===== config.mk =====
export PLATFORM = sky130hd
export DESIGN_NAME = huffman_bit_packer
export DESIGN_NICKNAME = d
export VERILOG_FILES = /design/src/rtl/huffman_bit_packer.sv
export SDC_FILE = /design/constraint.sdc
export NUM_CORES = 1
export LEC_CHECK = 0
export CAP_MARGIN = 20
export CORE_MARGIN = 2
export CORE_UTILIZATION = 54
export CTS_BUF_LIST = sky130_fd_sc_hd__clkbuf_4
export DETAILED_ROUTE_END_ITERATION = 16
export HOLD_SLACK_MARGIN = 0.1
export PLACE_DENSITY = 0.88
export SLEW_MARGIN = 20
export SYNTH_ARGS = -nofsm -noshare
export SYNTH_HDL_FRONTEND = slang
export SYNTH_SLANG_ARGS = --single-unit
export TNS_END_PERCENT = 100

===== constraint.sdc =====
create_clock -name clk -period 6.67 [get_ports clk]
set_clock_uncertainty 0.05 [all_clocks]
set_input_delay 1.6675 -clock clk [delete_from_list [all_inputs] [get_ports clk]]
set_output_delay 1.6675 -clock clk [all_outputs]
set_load 0.01 [all_outputs]

===== src/rtl/huffman_bit_packer.sv =====
// Packs variable-length Huffman codewords MSB-first into W-bit words, with flush of a zero-padded tail.
// Optional macro HUFF_PACK_STATS_EN enables the 32-bit accepted-bit counter on bits_total.
module huffman_bit_packer #(
    parameter int W  = 8,
    parameter int WL = 4
) (
    input  logic          clk,
    input  logic          rst,
    input  logic [W-1:0]  code_in,
    input  logic [WL-1:0] len_in,
    input  logic          en_in,
    output logic          in_ready,
    input  logic          flush,
    output logic [W-1:0]  d_out,
    output logic          en_out,
    input  logic          out_ready,
    output logic          flush_done,
    output logic [31:0]   bits_total
);
    localparam int FW = $clog2(2*W+1);

    typedef enum logic [1:0] {ST_ACTIVE, ST_FLUSH, ST_DONE} state_t;

    state_t          state_q, state_d;
    logic [2*W-1:0]  acc_q, acc_d, acc_s;
    logic [FW-1:0]   fill_q, fill_d, fill_s, shamt;
    logic [WL-1:0]   len_c;
    logic [W-1:0]    code_m;
    logic            in_fire, out_fire;

    // Outputs decode registered state only; no input reaches an output combinationally.
    assign in_ready   = (state_q == ST_ACTIVE) && (fill_q <= FW'(W));
    assign en_out     = (fill_q >= FW'(W)) || ((state_q == ST_FLUSH) && (fill_q != '0));
    assign d_out      = acc_q[2*W-1 -: W];
    assign flush_done = (state_q == ST_DONE);

    always_comb begin
        in_fire  = en_in && in_ready;
        out_fire = en_out && out_ready;
        len_c    = (len_in > WL'(W)) ? WL'(W) : len_in;
        code_m   = code_in & ~({W{1'b1}} << len_c);

        acc_s  = acc_q;
        fill_s = fill_q;
        if (out_fire) begin
            acc_s  = acc_q << W;
            fill_s = (fill_q >= FW'(W)) ? fill_q - FW'(W) : '0;
        end

        // Codeword MSB lands just below the bits already held after any output shift.
        shamt  = FW'(2*W) - fill_s - FW'(len_c);
        acc_d  = acc_s;
        fill_d = fill_s;
        if (in_fire) begin
            acc_d  = acc_s | ({{W{1'b0}}, code_m} << shamt);
            fill_d = fill_s + FW'(len_c);
        end

        state_d = state_q;
        case (state_q)
            ST_ACTIVE: if (flush) state_d = ST_FLUSH;
            ST_FLUSH:  if (fill_d == '0) state_d = ST_DONE;
            ST_DONE:   state_d = ST_ACTIVE;
            default:   state_d = ST_ACTIVE;
        endcase
    end

    always_ff @(posedge clk) begin
        if (rst) begin
            state_q <= ST_ACTIVE;
            acc_q   <= '0;
            fill_q  <= '0;
        end else begin
            state_q <= state_d;
            acc_q   <= acc_d;
            fill_q  <= fill_d;
        end
    end

`ifdef HUFF_PACK_STATS_EN
    logic [31:0] bits_total_q, bits_total_d;

    always_comb begin
        bits_total_d = bits_total_q;
        if (in_fire) bits_total_d = bits_total_q + 32'(len_c);
    end

    always_ff @(posedge clk) begin
        if (rst) bits_total_q <= '0;
        else     bits_total_q <= bits_total_d;
    end

    assign bits_total = bits_total_q;
`else
    assign bits_total = '0;
`endif

endmodule


==> results.cfg <==
[status]
status = completed

[global_route]
grtUsageMet3_pct = 1.83
grt_max_degree = 19
grt_overflow_total = 0
grt.met1_usage_pct = 28.4
grt_pass1_vias = 1603
busiest_layer = met2
grt_pass1_wl_mm = 7.27
use_met2_pct = 33.2
track_usage_pct = 20.3
antenna_found_initial = 0

[power_and_ir_drop]
power.total_mw = 0.863
power_density_mw_per_mm2 = 376
switching_share_pct = 48.5
combPwrFrac_pct = 69.7
p_leak_nw = 1.01
pwr-share-seq_pct = 22.3
netSwitchingPower_mw = 0.419
clockPowerShare_pct = 7.9
p_int_mw = 0.444
vdd.ir_drop.worst_v = 0.000125

[timing]
finalSetupTns_ns = 0
timing.final.ws_setup_ns = 1.87
grt_setup_unrepaired = no
fmax_mhz = 208
hold_slack_ns = 0.417
tightest_slew_ns = 0.714
hold_viol_final = 0
maxSlewHeadroom_pct = 52.3
slew_viol_final = 0
setup_viol = 0
period_minus_slack_ns = 4.80
finalCritPeriodShare_pct = 72.0

[place]
placed_cells = 331
gp_congestion = 0.880
pre_cts_ws_ns = 1.61
io_buffers = 27
hpwl_mm = 3.53
placed_area_mm2 = 0.00226

[worst_setup_path]
worstPathMaxFanout = 18
cp_data_required_time_ns = 6.85
critPathKind = in -> reg
cp-start-kind = primary input
cp.arrival_ns = 4.99
crit_path_end_kind = flip-flop

[yosys]
netlist_area_mm2 = 0.00219
async_flop_share_pct = 0
synth_ff_type = dfxtp_1
ys_ff_latch = 23
yosysTopAreaCellShare_pct = 21.1
synth_edf_count = 0
netlist-cell-type-count = 60
syn_inst = 278
synth_top_area_cell = dfxtp_1
ys_seq_area_share_pct = 21.1
syn_area_per_cell_um2 = 7.87
synthTopCellsByArea = dfxtp_1, buf_4, mux2i_1, ha_1, a21oi_1
yosysWarnings = 0

[floorplanning]
core_area_mm2 = 0.00394
die_x_um = 67.6
io_pins = 60
rows = 23
die_y_um = 67.6
die_area_mm2 = 0.00458
start_util_pct = 55.5

[drt]
vias = 1888
routed_wirelength_mm = 4.46
viasPerCell = 5.64
drcViolationCount = 0
drt_iter0_markers = 137
firstDrtPassIters = 6
ant_nets = 0
wl_per_cell_um = 13.3

[clock_tree]
ctsRootBufferMaster = clkbuf_4
insertion_delay_ns = 0.30
post_cts_buffers = 0
cts_buffers = 3
cts.sinks = 23
htreeDepth = 1
postCtsHoldBufs = 0
path_clk_slew_ns = 0.13
cts_resized = 0
cts_tree = built
cts_buffer_depth = 2

[finish]
final_nets = 315
drive_gt1_share_pct = 6.67
final_cell_mix = conb_1, clkdlybuf4s50_1, dfxtp_1
final_cells = 335
post-route-util_pct = 58.2
n_antenna_cell = 0
area_growth_syn_to_layout_pct = 4.86
layout_commonest_cell = conb_1
fin_area_mm2 = 0.00229

[job]
maxCapViolCount = 0

[worst_hold_path]
hp-class = reg -> reg
==> layer usage <==
layer,up-vias,wire length [µm]
met5,-,0
met4,0,41
met3,4,262
met1,883,2090
li1,929,-
met2,72,2070
==> layout make-up <==
class | instances | area, µm²
Timing Repair Buffer | 27 | 270
Fill cell | 358 | 1650
Sequential cell | 23 | 460
Tap cell | 50 | 62.6
Multi-Input combinational cell | 213 | 1400
Inverter | 18 | 67.6
Clock buffer | 4 | 30.0
==> cells in the mapped netlist, types with 2 or more instances <==
| cell type | n |
|---|---|
| a211oi_1 | 2 |
| a21o_1 | 2 |
| a21oi_1 | 16 |
| a22o_1 | 2 |
| a22oi_1 | 2 |
| a31o_2 | 3 |
| buf_2 | 6 |
| buf_4 | 40 |
| clkbuf_1 | 6 |
| dfxtp_1 | 23 |
| ha_1 | 11 |
| inv_1 | 17 |
| mux2_2 | 3 |
| mux2i_1 | 14 |
| nand2_1 | 21 |
| nand2_2 | 2 |
| nand3_1 | 3 |
| nor2_1 | 17 |
| nor2b_1 | 3 |
| nor3_1 | 7 |
| nor3b_1 | 2 |
| o211a_1 | 2 |
| o211ai_1 | 5 |
| o21a_1 | 4 |
| o21ai_0 | 10 |
| o22a_1 | 3 |
| o22ai_1 | 9 |
| o31ai_1 | 4 |
| or3_1 | 4 |
| xnor2_1 | 3 |
| xor2_1 | 3 |
==> power groups by stage <==
| stage | Clock [mW] | Sequential [mW] | Combinational (mW) |
|---|---|---|---|
| 2_1_floorplan | 0 | 0.188 | 0.489 |
| 3_3_place_gp | 0 | 0.194 | 0.574 |
| 3_5_place_dp | 0 | 0.195 | 0.590 |
| 4_1_cts | 0.0688 | 0.192 | 0.594 |
| 5_1_grt | 0.0743 | 0.196 | 0.661 |
| 6_report | 0.0686 | 0.193 | 0.602 |
==> path summary, 6_finish.rpt <==
kind	from	endpoint	slack (ns)	depth (start not counted)
min reg2reg	acc_q[2]	acc_q[2]	0.42	2
max	out_ready	acc_q[10]	1.87	13
min	acc_q[2]	acc_q[2]	0.42	2
max reg2reg	fill_q[3]	acc_q[15]	3.00	14
==> critical path, stage by stage <==
cell	delay, ns
clkdlybuf4s50_1	0.62
nand4b_1	0.25
nand2_1	0.19
inv_1	0.08
ha_1	0.30
inv_1	0.05
ha_1	0.59
inv_1	0.15
a2bb2oi_1	0.20
or4_1	0.41
o211a_1	0.14
o22a_1	0.21
o22ai_1	0.12
==> cells by family (layout without fill, tap and decap cells) <==
logic type	after synthesis	in the layout	synth area share (%)
DFF	23	23	21.1
and+or+nand+nor	69	69	16.5
adders and majority gates	12	12	7.21
buffers and inverters	73	49	20.1
muxes	17	17	7.95
other	1	32	0.171
xor gates and xnor gates	6	6	2.40
AOI/OAI and AO/OA	77	77	24.5
==> state kept, by name (all words and copies together) (netlist names) <==
name,cells
fill_q,5
acc_q,16
state_q,2
Power figures use the tool's default switching activity.
